==> src/rtl/bcd_converter_pkg.sv <==
// bcd_converter_pkg: shared state encoding and double-dabble adjust constants
package bcd_converter_pkg;

    typedef enum logic [1:0] {
        IDLE  = 2'd0,
        SHIFT = 2'd1,
        DONE  = 2'd2
    } state_e;

    localparam logic [3:0] BCD_ADJ_THRESH = 4'd5;
    localparam logic [3:0] BCD_ADJ_VAL    = 4'd3;

endpackage

==> src/rtl/bcd_digit_adj.sv <==
// bcd_digit_adj: add-3 correction of one BCD digit ahead of a double-dabble shift
module bcd_digit_adj
    import bcd_converter_pkg::*;
(
    input  logic [3:0] digit_i,
    output logic [3:0] digit_o
);

    // A digit of 5 or more would reach 10+ after the shift, so pre-bias it by 3
    always_comb begin
        digit_o = (digit_i >= BCD_ADJ_THRESH) ? digit_i + BCD_ADJ_VAL : digit_i;
    end

endmodule

==> src/rtl/bcd_converter.sv <==
// bcd_converter: sequential binary-to-BCD converter, one shift per clock, output held between conversions
module bcd_converter
    import bcd_converter_pkg::*;
#(
    parameter int WIDTH  = 8,
    parameter int DIGITS = 3
) (
    input  logic                  clk,
    input  logic                  rst,
    input  logic [WIDTH-1:0]      bin,
    input  logic                  start,
    output logic [4*DIGITS-1:0]   bcd,
    output logic                  busy,
    output logic                  done
);

    localparam int SW = 4 * DIGITS;
    localparam int CW = $clog2(WIDTH + 1);

    if (10 ** DIGITS <= 2 ** WIDTH - 1) begin : g_digits_check
        $error("bcd_converter: DIGITS too small for WIDTH");
    end

    state_e           state_q, state_d;
    logic [CW-1:0]    cnt_q, cnt_d;
    logic [WIDTH-1:0] shreg_q, shreg_d;
    logic [WIDTH-1:0] cap_q, cap_d;
    logic [WIDTH-1:0] last_q, last_d;
    logic [SW-1:0]    scr_q, scr_d;
    logic [SW-1:0]    scr_adj;
    logic [SW-1:0]    bcd_q, bcd_d;
    logic             busy_q, busy_d;
    logic             done_q, done_d;

    for (genvar i = 0; i < DIGITS; i++) begin : g_adj
        bcd_digit_adj u_adj (
            .digit_i (scr_q[4*i +: 4]),
            .digit_o (scr_adj[4*i +: 4])
        );
    end

    // Next-state and datapath: capture on request, adjust-then-shift, publish in DONE
    always_comb begin
        state_d = state_q;
        cnt_d   = cnt_q;
        shreg_d = shreg_q;
        cap_d   = cap_q;
        last_d  = last_q;
        scr_d   = scr_q;
        bcd_d   = bcd_q;
        case (state_q)
            IDLE: begin
                if (start || bin != last_q) begin
                    state_d = SHIFT;
                    shreg_d = bin;
                    cap_d   = bin;
                    scr_d   = '0;
                    cnt_d   = CW'(WIDTH);
                end
            end
            SHIFT: begin
                {scr_d, shreg_d} = {scr_adj, shreg_q} << 1;
                cnt_d            = cnt_q - CW'(1);
                if (cnt_q == CW'(1)) state_d = DONE;
            end
            DONE: begin
                bcd_d   = scr_q;
                last_d  = cap_q;
                state_d = IDLE;
            end
            default: state_d = IDLE;
        endcase
        busy_d = (state_d != IDLE);
        done_d = (state_q == DONE);
    end

    // State and datapath registers; reset aborts any conversion in flight
    always_ff @(posedge clk or negedge rst) begin
        if (!rst) begin
            state_q <= IDLE;
            cnt_q   <= '0;
            shreg_q <= '0;
            cap_q   <= '0;
            last_q  <= '0;
            scr_q   <= '0;
            bcd_q   <= '0;
            busy_q  <= 1'b0;
            done_q  <= 1'b0;
        end else begin
            state_q <= state_d;
            cnt_q   <= cnt_d;
            shreg_q <= shreg_d;
            cap_q   <= cap_d;
            last_q  <= last_d;
            scr_q   <= scr_d;
            bcd_q   <= bcd_d;
            busy_q  <= busy_d;
            done_q  <= done_d;
        end
    end

    assign bcd  = bcd_q;
    assign busy = busy_q;
    assign done = done_q;

endmodule

==> config.mk <==
export PLATFORM = sky130hd
export DESIGN_NAME = bcd_converter
export DESIGN_NICKNAME = d
export VERILOG_FILES = /design/src/rtl/bcd_converter_pkg.sv /design/src/rtl/bcd_digit_adj.sv /design/src/rtl/bcd_converter.sv
export SDC_FILE = /design/constraint.sdc
export NUM_CORES = 1
export LEC_CHECK = 0
export BUFFER_PORTS_ARGS = -buffer_cell sky130_fd_sc_hd__buf_2
export CAP_MARGIN = 20
export CORE_ASPECT_RATIO = 1.5
export CORE_MARGIN = 5
export CORE_UTILIZATION = 25
export DETAILED_ROUTE_END_ITERATION = 10
export PLACE_DENSITY = 0.45
export SLEW_MARGIN = 20
export SYNTH_ARGS = -nofsm -noshare
export SYNTH_HDL_FRONTEND = slang
export SYNTH_SLANG_ARGS = --single-unit
==> constraint.sdc <==
create_clock -name clk -period 4.2 [get_ports clk]
set_clock_uncertainty 0.2 [all_clocks]
set_input_delay 1.05 -clock clk [delete_from_list [all_inputs] [get_ports clk]]
set_output_delay 1.05 -clock clk [all_outputs]
set_load 0.02 [all_outputs]
# Word-level counts from Yosys, hierarchy flattened
# Cells that the tools add are included.
[word_totals] reg_bits=56 inputBits=11 wordCells=39
[op_classes] addsub=4 order_cmp=3 eq_ne=5 mux=12 reduce_logical=6
[ops] cell="12-bit case mux with 2 select lines" count=1
[ops] cell="8-bit case mux with 2 select lines" count=1
[ops] cell="4-bit by 3-bit >= comparator with 1-bit output, second input constant" count=3
[ops] cell="12-bit two-way mux" count=1
[ops] cell="4-bit two-way mux" count=3
[ops] cell="4-bit by 2-bit adder with 4-bit output, second input constant" count=2
[ops] cell="8-bit two-way mux" count=1
[ops] cell="8-bit != test" count=1
[ops] cell="4-bit case mux with 2 select lines" count=1
[ops] cell="4-bit by 1-bit equality test with 1-bit output, second input constant" count=1
[ops] cell="2-bit two-way mux" count=2
[ops] cell="2-bit case mux with 2 select lines" count=1
[ops] cell="2-bit AND reduction" count=2
[ops] cell="2-bit nonzero test" count=2
[ops] cell="4-bit by 1-bit subtractor with 4-bit output, second input constant" count=1
[ops] cell="3-bit by 2-bit adder with 3-bit output, second input constant" count=1
[ops] cell="3-bit two-way mux" count=1
[ops] cell="2-bit by 1-bit equality test with 1-bit output, second input constant" count=1
[ops] cell="2-bit equality test, second input constant" count=1
[ops] cell="2-bit zero test" count=1
[ops] cell="2-bit != test, second input constant" count=1
[ops] cell="1-bit logical OR" count=1

# Depth between registers and ports, before layout
# Gate-level depths: netlist (run 1).
[depth] depth_word=5 ltp_mapped=7 depth_no_buf=7

# Cells and area by module
# A second synthesis (run 1) with hierarchy kept.
[unflattened] hier_cells=249 hier_area_um2=2696.3
[modules_own_cells] mod="bcd_converter" instances=1 cells_per_inst=201 area_per_inst_um2=2392.3
[modules_own_cells] mod="bcd_digit_adj" instances=3 cells_per_inst=16 area_per_inst_um2=101.3

# Worst setup path before layout (run 1)
# OpenSTA, ideal clock, no wires.
[synth_timing] path_type="input to register" startpoint="input bin[6]" endpoint="register cap_q[4]" setup_ns=0.125 arrival_ns=2.154 required_time_ns=3.875 setup_slack_ns=1.721 stages=6 path_buffers=1 cell_sequence="xor2_1 -> nor4_1 -> nand4_1 -> nor3b_4 -> buf_6 -> mux2_4"
[synth_via] elab_chain_cells=3
[synth_lines] item="start, declared" line="bcd_converter.sv:10" text="input logic [WIDTH-1:0] bin,"
[synth_lines] item="8-bit != test" line="bcd_converter.sv:53" text="if (start || bin != last_q) begin"
[synth_lines] item="1-bit logical OR" line="bcd_converter.sv:53"
[synth_lines] item="2-bit AND reduction (no source line)"
[synth_lines] item="end signal, assigned" line="bcd_converter.sv:93" text="cap_q <= cap_d;"
[synth_lines] item="end, declared" line="bcd_converter.sv:27" text="logic [WIDTH-1:0] cap_q, cap_d;"
# No other way between the ends.
# A chain may end at the register's enable or synchronous reset.

# Worst setup path after layout (run 1)
[layout_timing] startpoint="input bin[6]" endpoint="register cap_q[3]"
# Same word-level chain as after synthesis.

==> results.toml, run 1 <==
[detailed_routing]
vias_per_cell = 4.30
ant_nets = 0
drc_errors = 0
drt-total-wl_um = 5360
vias = 1727
drtIter0Drc = 70
wl_per_cell_um = 13.3
dr.pass1.iters = 4

[cells_and_area]
regArea_sq_um = 1400
fin_nets = 279
multiInputGateArea_sq_um = 1090
fin_cells = 402
synthToLayoutAreaGrowth_pct = 18.6
diodes = 0
fin_util_pct = 30.4
layout_common_cells = "56 x dfrtp_1, 26 x nand2_1, 24 x buf_2"
fill_cells = 1062
layout-drive-gt1-share_pct = 24.9
layout_commonest_cell = "dfrtp_1"

[critical_path]
cp-start-kind = "input port"
endpoint = "cap_q[3]"
worstReg2RegEnd = "cap_q[3]"
cp_data_required_time_ns = 4.18
cp_max_fo = 17
ff2ff_setup_slack_ns = 1.59
reg2regPathDepth = 7
slowest_delay_ns = 0.62
path_buf_inv = 3
path_common_cell = "buf_4"
crit_path_start = "bin[6]"
path_cells = "buf_2 -> xor2_1 -> nor4_1 -> nand4_1 -> buf_4 -> nor3b_4 -> buf_4 -> mux2_2"
crit_type = "input port to flip-flop"
crit_cells = 8
critPathTopFamily = "simple AND/OR/NAND/NOR gates"
cp-end-kind = "flip-flop"
r2r-start = "last_q[6]"
cp.arrival_ns = 3.05
crit_slowest_cell = "nor3b_4"

[global_routing]
grt_start_max_net_pins = 29
antenna_found_initial = 0
grtUsageTotal_pct = 9.29
grt_overflow = 0
grt_pass1_vias = 1825
grt_pass1_wl_um = 9190

[sta]
finalWorstSetupSlack_ns = 1.13
finalSetupViolCount = 0
max_freq_mhz = 326
rsz0062_at_grt = "false"
fin_crit_sh_pct = 73.1
slew_headroom_pct = 49.3
worst_pin_slew_ns = 0.759
final_max_slew_viol_count = 0
tns_ns = 0
finalHoldViolations = 0
period_needed_ns = 3.07

[die]
core_area_sq_um = 10200
dieArea_sq_um = 12700
die_h_um = 135
fp.dieW_um = 93.5
start_util_pct = 25.7
rows = 45
io_pins = 25

[placed_design]
port_buffers = 24
routabilityCongestion = 0.716
place_ws_ns = 0.765
dp_hpwl_um = 3960
placed_cells = 394

[clocking]
path_clk_slew_ns = 0.07
cts_setup_buffers = 0
cts_tree = "yes"
clock_path_buffers = 2
cts.sinks = 56
postCtsHoldBufs = 0
h-tree-depth = 2
cts_made_buffers = 5
cts-root-buf = "clkbuf_16"
cts-resized-gates = 0
clk_latency_ns = 0.29

[hold_path]
min_path_type = "flip-flop to flip-flop"

[pwr]
totalPowerFinal_w = 0.00237
peakVddDrop_v = 0.000245
p_leak_nw = 1.44
powerDensity_nw_per_um2 = 764

[synth]
synth-seq-area-share_pct = 53.6
avgSynthCellArea_sq_um = 11.2
ys_seq_elements = 56
ys_warn_count = 0
synth_cells = 233
ys_types = 31
synth_fp_nets = 252
syn_area_sq_um = 2620

[flow_run]
cap_viol_max_count = 0

[status]
status = "finished clean"
[worst min path at each step]
| stage | from | end | slack, ns | depth (start not counted) |
|---|---|---|---|---|
| floorplan | shreg_q[0] | shreg_q[0] | 0.27 | 1 |
| global placement | bcd[0] | bcd[0] | 0.26 | 2 |
| detailed placement | bcd[5] | bcd[5] | 0.27 | 2 |
| CTS | bcd[5] | bcd[5] | 0.28 | 2 |
| global route | bcd[5] | bcd[5] | 0.32 | 2 |
| finish | bcd[0] | bcd[0] | 0.28 | 2 |
[tightest hold or removal path, stage by stage (launching register included)]
cell and delay, ns:
dfrtp_1 0.34, nand2_1 0.04, o21ai_0 0.06
[power breakdown]
| part | internal [W] | switching [W] |
|---|---|---|
| sequential | 0.000777 | 0.000196 |
| combinational | 0.000443 | 0.000478 |
| clock | 0.000281 | 0.000192 |
[cells by family (layout without fill, tap and decap cells)]
group	count (synthesis)	in the layout	share of synthesized area [%]
DFF	56	56	53.6
and+or+nand+nor	56	56	10.4
AOI/OAI and AO/OA	47	47	11.7
muxes	27	27	11.9
buffers and inverters	27	55	4.59
xor gates and xnor gates	12	12	4.02
adders and majority gates	8	8	3.83
[metrics by stage]
step,hold slack [ns],area (sq um)
6_report,0.277,3100
5_1_grt,0.321,3100
4_1_cts,0.284,3100
3_5_place_dp,0.267,2940
3_3_place_gp,0.260,2890
2_1_floorplan,0.274,2620
[routing by layer]
metal / track usage [%] / wire length (um) / part of all wire [%]
met5: 0 / 0 / 0
met2: 15.4 / 2690 / 50
met4: 3.91 / 126 / 2.3
met1: 11.4 / 2380 / 44
met3: 2.33 / 169 / 3.2
[final cells by class]
type                       instances  share of cell area [%]
multi-input combinational        150                    35.3
inverter                          16                    1.94
sequential                        56                    45.2
clock buffer                       6                    4.15
timing repair buffer              31                    6.62
clock inverter                     2                    1.13
tap                              141                    5.69
[synthesized netlist by cell type]
master    number  area [sq um]
a31oi_1        1          6.26
o22ai_1        7          43.8
a22o_1         5          43.8
o21ai_0       11          55.1
clkinv_1       1          3.75
xor2_1         6          52.6
nor3b_4        1          18.8
o21ai_4        1          16.3
buf_6          1          11.3
nand2_1       26          97.6
buf_4          1          7.51
a21oi_1       10          50.1
nand2_2        1          6.26
mux2_2        21           236
nor3_1        10          50.1
inv_1         15          56.3
buf_2          6          30.0
mux2_4         3          45.0
nor2_1         6          22.5
and3_1         1          6.26
a211oi_1      12          90.1
mux2i_1        3          30.0
dfrtp_1       56          1400
nor4_1         2          12.5
nor2b_1        1          6.26
ha_1           8           100
nor3b_1        2          15.0
nand4_1        1          6.26
clkbuf_1       3          11.3
nand2b_1       5          31.3
xnor2_1        6          52.6
[registers in the layout, indices dropped and copies added, names as in the netlist]
| name | flops |
|---|---|
| busy | 1 |
| scr_q | 12 |
| done | 1 |
| cap_q | 8 |
| state_q | 2 |
| shreg_q | 8 |
| bcd | 12 |
| last_q | 8 |
| cnt_q | 4 |
(Power assumes the default switching activity.)
==> run 2: changes to the inputs <==
--- a/config.mk
+++ b/config.mk
@@ -11,7 +11,7 @@
 export CORE_MARGIN = 5
 export CORE_UTILIZATION = 25
 export DETAILED_ROUTE_END_ITERATION = 10
-export PLACE_DENSITY = 0.45
+export PLACE_DENSITY = 0.47
 export SLEW_MARGIN = 20
 export SYNTH_ARGS = -nofsm -noshare
 export SYNTH_HDL_FRONTEND = slang
==> constraint.sdc (replaced) <==
create_clock -name clk -period 2.5 [get_ports clk]
set_clock_uncertainty 0.2 [all_clocks]
set_input_delay 0.625 -clock clk [delete_from_list [all_inputs] [get_ports clk]]
set_output_delay 0.625 -clock clk [all_outputs]
set_load 0.02 [all_outputs]
==> run 2 against run 1 <==
Utilization grew 0.53 points. Register-to-register slack worse by 1.3 ns. Sequential power is 64% higher. Clock-buffer cell count rose by 1. Non-clock buffer count grew 10. Global-route usage up 0.051 points. Clock power up 51%. Critical path type unchanged. Combinational power up 80%. Total power up 68%. Via count grew 4.1%. Critical path depth down 2. Highest routed layer unchanged. First-iteration DRC count increased by 16%.
==> results.toml, run 2 (synthesis results as in run 1) <==
[die]
dieArea_sq_um = 12700
core_area_sq_um = 10200
rows = 45
io_pins = 25
die_h_um = 135
start_util_pct = 25.7
fp.dieW_um = 93.5

[sta]
slew_headroom_pct = 45.1
max_freq_mhz = 440
period_needed_ns = 2.27
rsz0062_at_grt = "false"
finalWorstSetupSlack_ns = 0.229
worst_pin_slew_ns = 0.820
fin_crit_sh_pct = 90.9
finalHoldViolations = 0
final_max_slew_viol_count = 0
finalSetupViolCount = 0

[hold_path]
min_path_type = "input port to async pin"

[pwr]
sequentialPowerShare_pct = 40.2
p_clk_share_pct = 17.9
p_switching_w = 0.00147
totalPowerFinal_w = 0.00397
peakVddDrop_v = 0.000413
powerDensity_nw_per_um2 = 1260
internal_power_w = 0.00250
swShare_pct = 37.0
p_leak_nw = 1.47
pwr-share-comb_pct = 41.9

[placed_design]
routabilityCongestion = 0.719
place_ws_ns = -0.398
port_buffers = 24
dp_hpwl_um = 3860

[critical_path]
reg2regPathDepth = 5
crit_type = "input port to flip-flop"
worstReg2RegEnd = "cap_q[0]"
crit_slowest_cell = "nor3b_4"
cp_data_required_time_ns = 2.48
path_cells = "buf_2 -> xor2_1 -> nor4_1 -> nand4_1 -> nor3b_4 -> mux2_2"
slowest_delay_ns = 0.62
cp.arrival_ns = 2.25
cp-end-kind = "flip-flop"
r2r-start = "last_q[6]"
ff2ff_setup_slack_ns = 0.28
cp_max_fo = 13
cp-start-kind = "input port"
critPathTopFamily = "simple AND/OR/NAND/NOR gates"
path_buf_inv = 1

[cells_and_area]
regArea_sq_um = 1400
layout-drive-gt1-share_pct = 27.9
fin_nets = 290
fill_cells = 1061
layout_common_cells = "56 x dfrtp_1, 26 x nand2_1, 24 x buf_2"
diodes = 0
multiInputGateArea_sq_um = 1110
layout_commonest_cell = "dfrtp_1"
synthToLayoutAreaGrowth_pct = 20.6

[global_routing]
antenna_found_initial = 0
grt_overflow = 0
grtUsageTotal_pct = 9.34
grt_pass1_wl_um = 9380
grt_pass1_vias = 1846
grt_start_max_net_pins = 57

[clocking]
clock_path_buffers = 2
clk_latency_ns = 0.29
cts-root-buf = "clkbuf_16"
cts-resized-gates = 0
postCtsHoldBufs = 0
cts_setup_buffers = 0
path_clk_slew_ns = 0.07
cts_tree = "yes"
h-tree-depth = 2
cts.sinks = 56
cts_made_buffers = 5

[detailed_routing]
drt-total-wl_um = 5510
drtIter0Drc = 81
wl_per_cell_um = 13.3
vias_per_cell = 4.35
vias = 1798
drc_errors = 0
ant_nets = 0
dr.pass1.iters = 3

[flow_run]
cap_viol_max_count = 0

[status]
status = "finished clean"
run 2: power by group through the flow:
| stage | clock (W) | combinational, W | sequential, W |
|---|---|---|---|
| after floorplan | 0 | 0.00121 | 0.00162 |
| after global placement | 0 | 0.00166 | 0.00160 |
| after detailed placement | 0 | 0.00169 | 0.00161 |
| after CTS | 0.000733 | 0.00171 | 0.00160 |
| after global routing | 0.000769 | 0.00187 | 0.00165 |
| final | 0.000712 | 0.00166 | 0.00160 |
run 2: layout make-up:
type | count | area share, %
sequential | 56 | 44.4
multi-input combinational | 151 | 35.1
timing repair buffer | 41 | 8.25
tap | 141 | 5.59
clock buffer | 7 | 4.52
inverter | 16 | 1.90
clock inverter | 1 | 0.238
run 2: worst max-delay path by stage:
| stage | endpoint | cells after the start | startpoint | slack (ns) |
|---|---|---|---|---|
| 2_1_floorplan | cap_q[4] | 6 | bin[6] | 0.45 |
| 3_5_place_dp | cap_q[1] | 6 | bin[6] | -0.40 |
| 5_1_grt | cap_q[3] | 6 | bin[6] | 0.09 |
| 3_3_place_gp | cap_q[2] | 6 | bin[6] | -0.38 |
| 6_report | cap_q[0] | 6 | bin[6] | 0.23 |
| 4_1_cts | cap_q[0] | 6 | bin[6] | 0.16 |
run 2: routing by layer:
layer	share of wire, %	wire, um	vias up	global-route usage, %
li1	-	-	881	-
met1	44	2400	888	11.2
met2	52	2880	22	16.8
met3	2.7	151	7	1.67
met4	1.4	75	0	2.93
met5	0	0	-	0
run 2: metrics by stage:
| stage | std cells | hold WS, ns | instance area, sq um | utilization [%] | setup TNS [ns] |
|---|---|---|---|---|---|
| 2_1_floorplan | 233 | 0.129 | 2620 | - | 0 |
| 3_3_place_gp | 404 | 0.256 | 2990 | 29.4 | -5.16 |
| 3_5_place_dp | 404 | 0.266 | 2990 | 29.4 | -5.67 |
| 4_1_cts | 413 | 0.142 | 3160 | 31.0 | 0 |
| 5_1_grt | 413 | 0.156 | 3160 | 31.0 | 0 |
| 6_report | 413 | 0.119 | 3160 | 31.0 | 0 |
==> run 3: changes to the inputs <==
--- a/config.mk
+++ b/config.mk
@@ -15,4 +15,5 @@
 export SLEW_MARGIN = 20
 export SYNTH_ARGS = -nofsm -noshare
 export SYNTH_HDL_FRONTEND = slang
+export SYNTH_HIERARCHICAL = 1
 export SYNTH_SLANG_ARGS = --single-unit
==> run 3 against run 2 <==
Die area rose by 2.1%. Clock-buffer cell count unchanged. Critical path depth stayed put. Via count grew 3.8%. Largest power group unchanged.
==> results.toml, run 3 <==
[clocking]
cts.sinks = 56
path_clk_slew_ns = 0.07
cts-root-buf = "clkbuf_16"
clock_path_buffers = 2
cts-resized-gates = 0
cts_made_buffers = 5
clk_latency_ns = 0.30
cts_tree = "yes"
h-tree-depth = 2

[critical_path]
critPathTopFamily = "buffers and inverters"
path_cells = "buf_2 -> xnor2_1 -> nand4_1 -> o31ai_1 -> buf_4 -> mux2_2"
slowest_delay_ns = 0.35
crit_type = "input port to flip-flop"
cp-start-kind = "input port"
ff2ff_setup_slack_ns = 0.44
crit_path_start = "bin[2]"
cp_max_fo = 10
path_buf_inv = 2
cp_data_required_time_ns = 2.48
crit_slowest_cell = "mux2_2"
cp-end-kind = "flip-flop"
reg2regPathDepth = 5
r2r-start = "last_q[2]"
cp.arrival_ns = 2.10
worstReg2RegEnd = "cap_q[7]"

[die]
rows = 46
die_h_um = 137
fp.dieW_um = 94.5
dieArea_sq_um = 12900
start_util_pct = 25.4
io_pins = 25
core_area_sq_um = 10500

[sta]
max_freq_mhz = 472
finalHoldViolations = 0
fin_hold_ws_ns = 0.281
slew_headroom_pct = 70.1
fin_crit_sh_pct = 84.8
finalSetupViolCount = 0
rsz0062_at_grt = "false"
worst_pin_slew_ns = 0.448
final_max_slew_viol_count = 0
tns_ns = 0
finalWorstSetupSlack_ns = 0.380
period_needed_ns = 2.12

[synth]
avgSynthCellArea_sq_um = 10.9
synth_cells = 245
ys_warn_count = 6
synth_fp_nets = 264
syn_area_sq_um = 2680

[pwr]
totalPowerFinal_w = 0.00411
p_leak_nw = 1.51
powerDensity_nw_per_um2 = 1290
peakVddDrop_v = 0.000366

[hold_path]
hold_start = "cap_q[2]"
min_path_type = "flip-flop to flip-flop"
holdPathEnd = "cap_q[2]"
min_path_cells = 1

[flow_run]
cap_viol_max_count = 0

[placed_design]
place_ws_ns = 0.0602
port_buffers = 24
routabilityCongestion = 0.771
place_area_sq_um = 3010
dp_hpwl_um = 4040

[global_routing]
grt_start_max_net_pins = 34
grtUsageTotal_pct = 9.66
grt_overflow = 0
grt_pass1_vias = 1922
grt_pass1_wl_um = 9630
antenna_found_initial = 0

[cells_and_area]
fin_nets = 298
diodes = 0
final_cell_area_sq_um = 3200
layout_commonest_cell = "dfrtp_1"
layout_common_cells = "56 x dfrtp_1, 41 x nand2_1, 26 x mux2_2"
synthToLayoutAreaGrowth_pct = 19.6
layout-drive-gt1-share_pct = 26.8

[status]
status = "finished clean"

[detailed_routing]
dr.pass1.iters = 4
ant_nets = 0
drtIter0Drc = 58
drt-total-wl_um = 5620
wl_per_cell_um = 13.2
drc_errors = 0
vias_per_cell = 4.40
vias = 1866
[run 3: power breakdown]
part | total [W] | internal (W) | switching [W]
registers | 0.00160 | 0.00129 | 0.000305
logic | 0.00166 | 0.000797 | 0.000867
clock network | 0.000851 | 0.000528 | 0.000323
[run 3: worst max path at each step]
stage | end | slack [ns] | cells after the start
after global placement | cap_q[7] | 0.09 | 6
final | cap_q[7] | 0.38 | 6
after floorplan | cap_q[1] | 0.42 | 5
after global routing | cap_q[6] | 0.25 | 6
after detailed placement | cap_q[6] | 0.06 | 6
after CTS | cap_q[6] | 0.37 | 6
[run 3: worst register-to-register path: stages (launching register included)]
cell and delay (ns):
dfrtp_1 0.39, xnor2_1 0.23, nand4_1 0.22, o31ai_1 0.31, buf_4 0.25, mux2_2 0.35
[run 3: cell type report]
| type | count | area, sq um |
|---|---|---|
| Tap cell | 144 | 180 |
| Timing Repair Buffer | 36 | 213 |
| Sequential cell | 56 | 1400 |
| Clock inverter | 1 | 30.0 |
| Multi-Input combinational cell | 165 | 1170 |
| Clock buffer | 7 | 153 |
| Inverter | 15 | 56.3 |
| Fill cell | 1087 | 7330 |
[run 3: routing by layer]
layer	routed length [um]	share of wire, %	track usage (%)
met4	90	1.6	3.29
met3	194	3.5	2.81
met1	2410	43	10.9
met2	2920	52	17.2
met5	0	0	0
[run 3: repair_timing]
| action | 4_1_cts | 5_1_grt |
|---|---|---|
| hold endpoints to repair | 3 | 0 |
| buffers inserted | 0 | 0 |
| endpoints found under the setup margin | 0 | 0 |
| hold buffers | 1 | 0 |
[run 3: through the flow]
step,cells,util (%)
global placement,415,28.6
floorplan,245,-
CTS,424,30.4
finish,424,30.4
detailed placement,415,28.6
global route,424,30.4
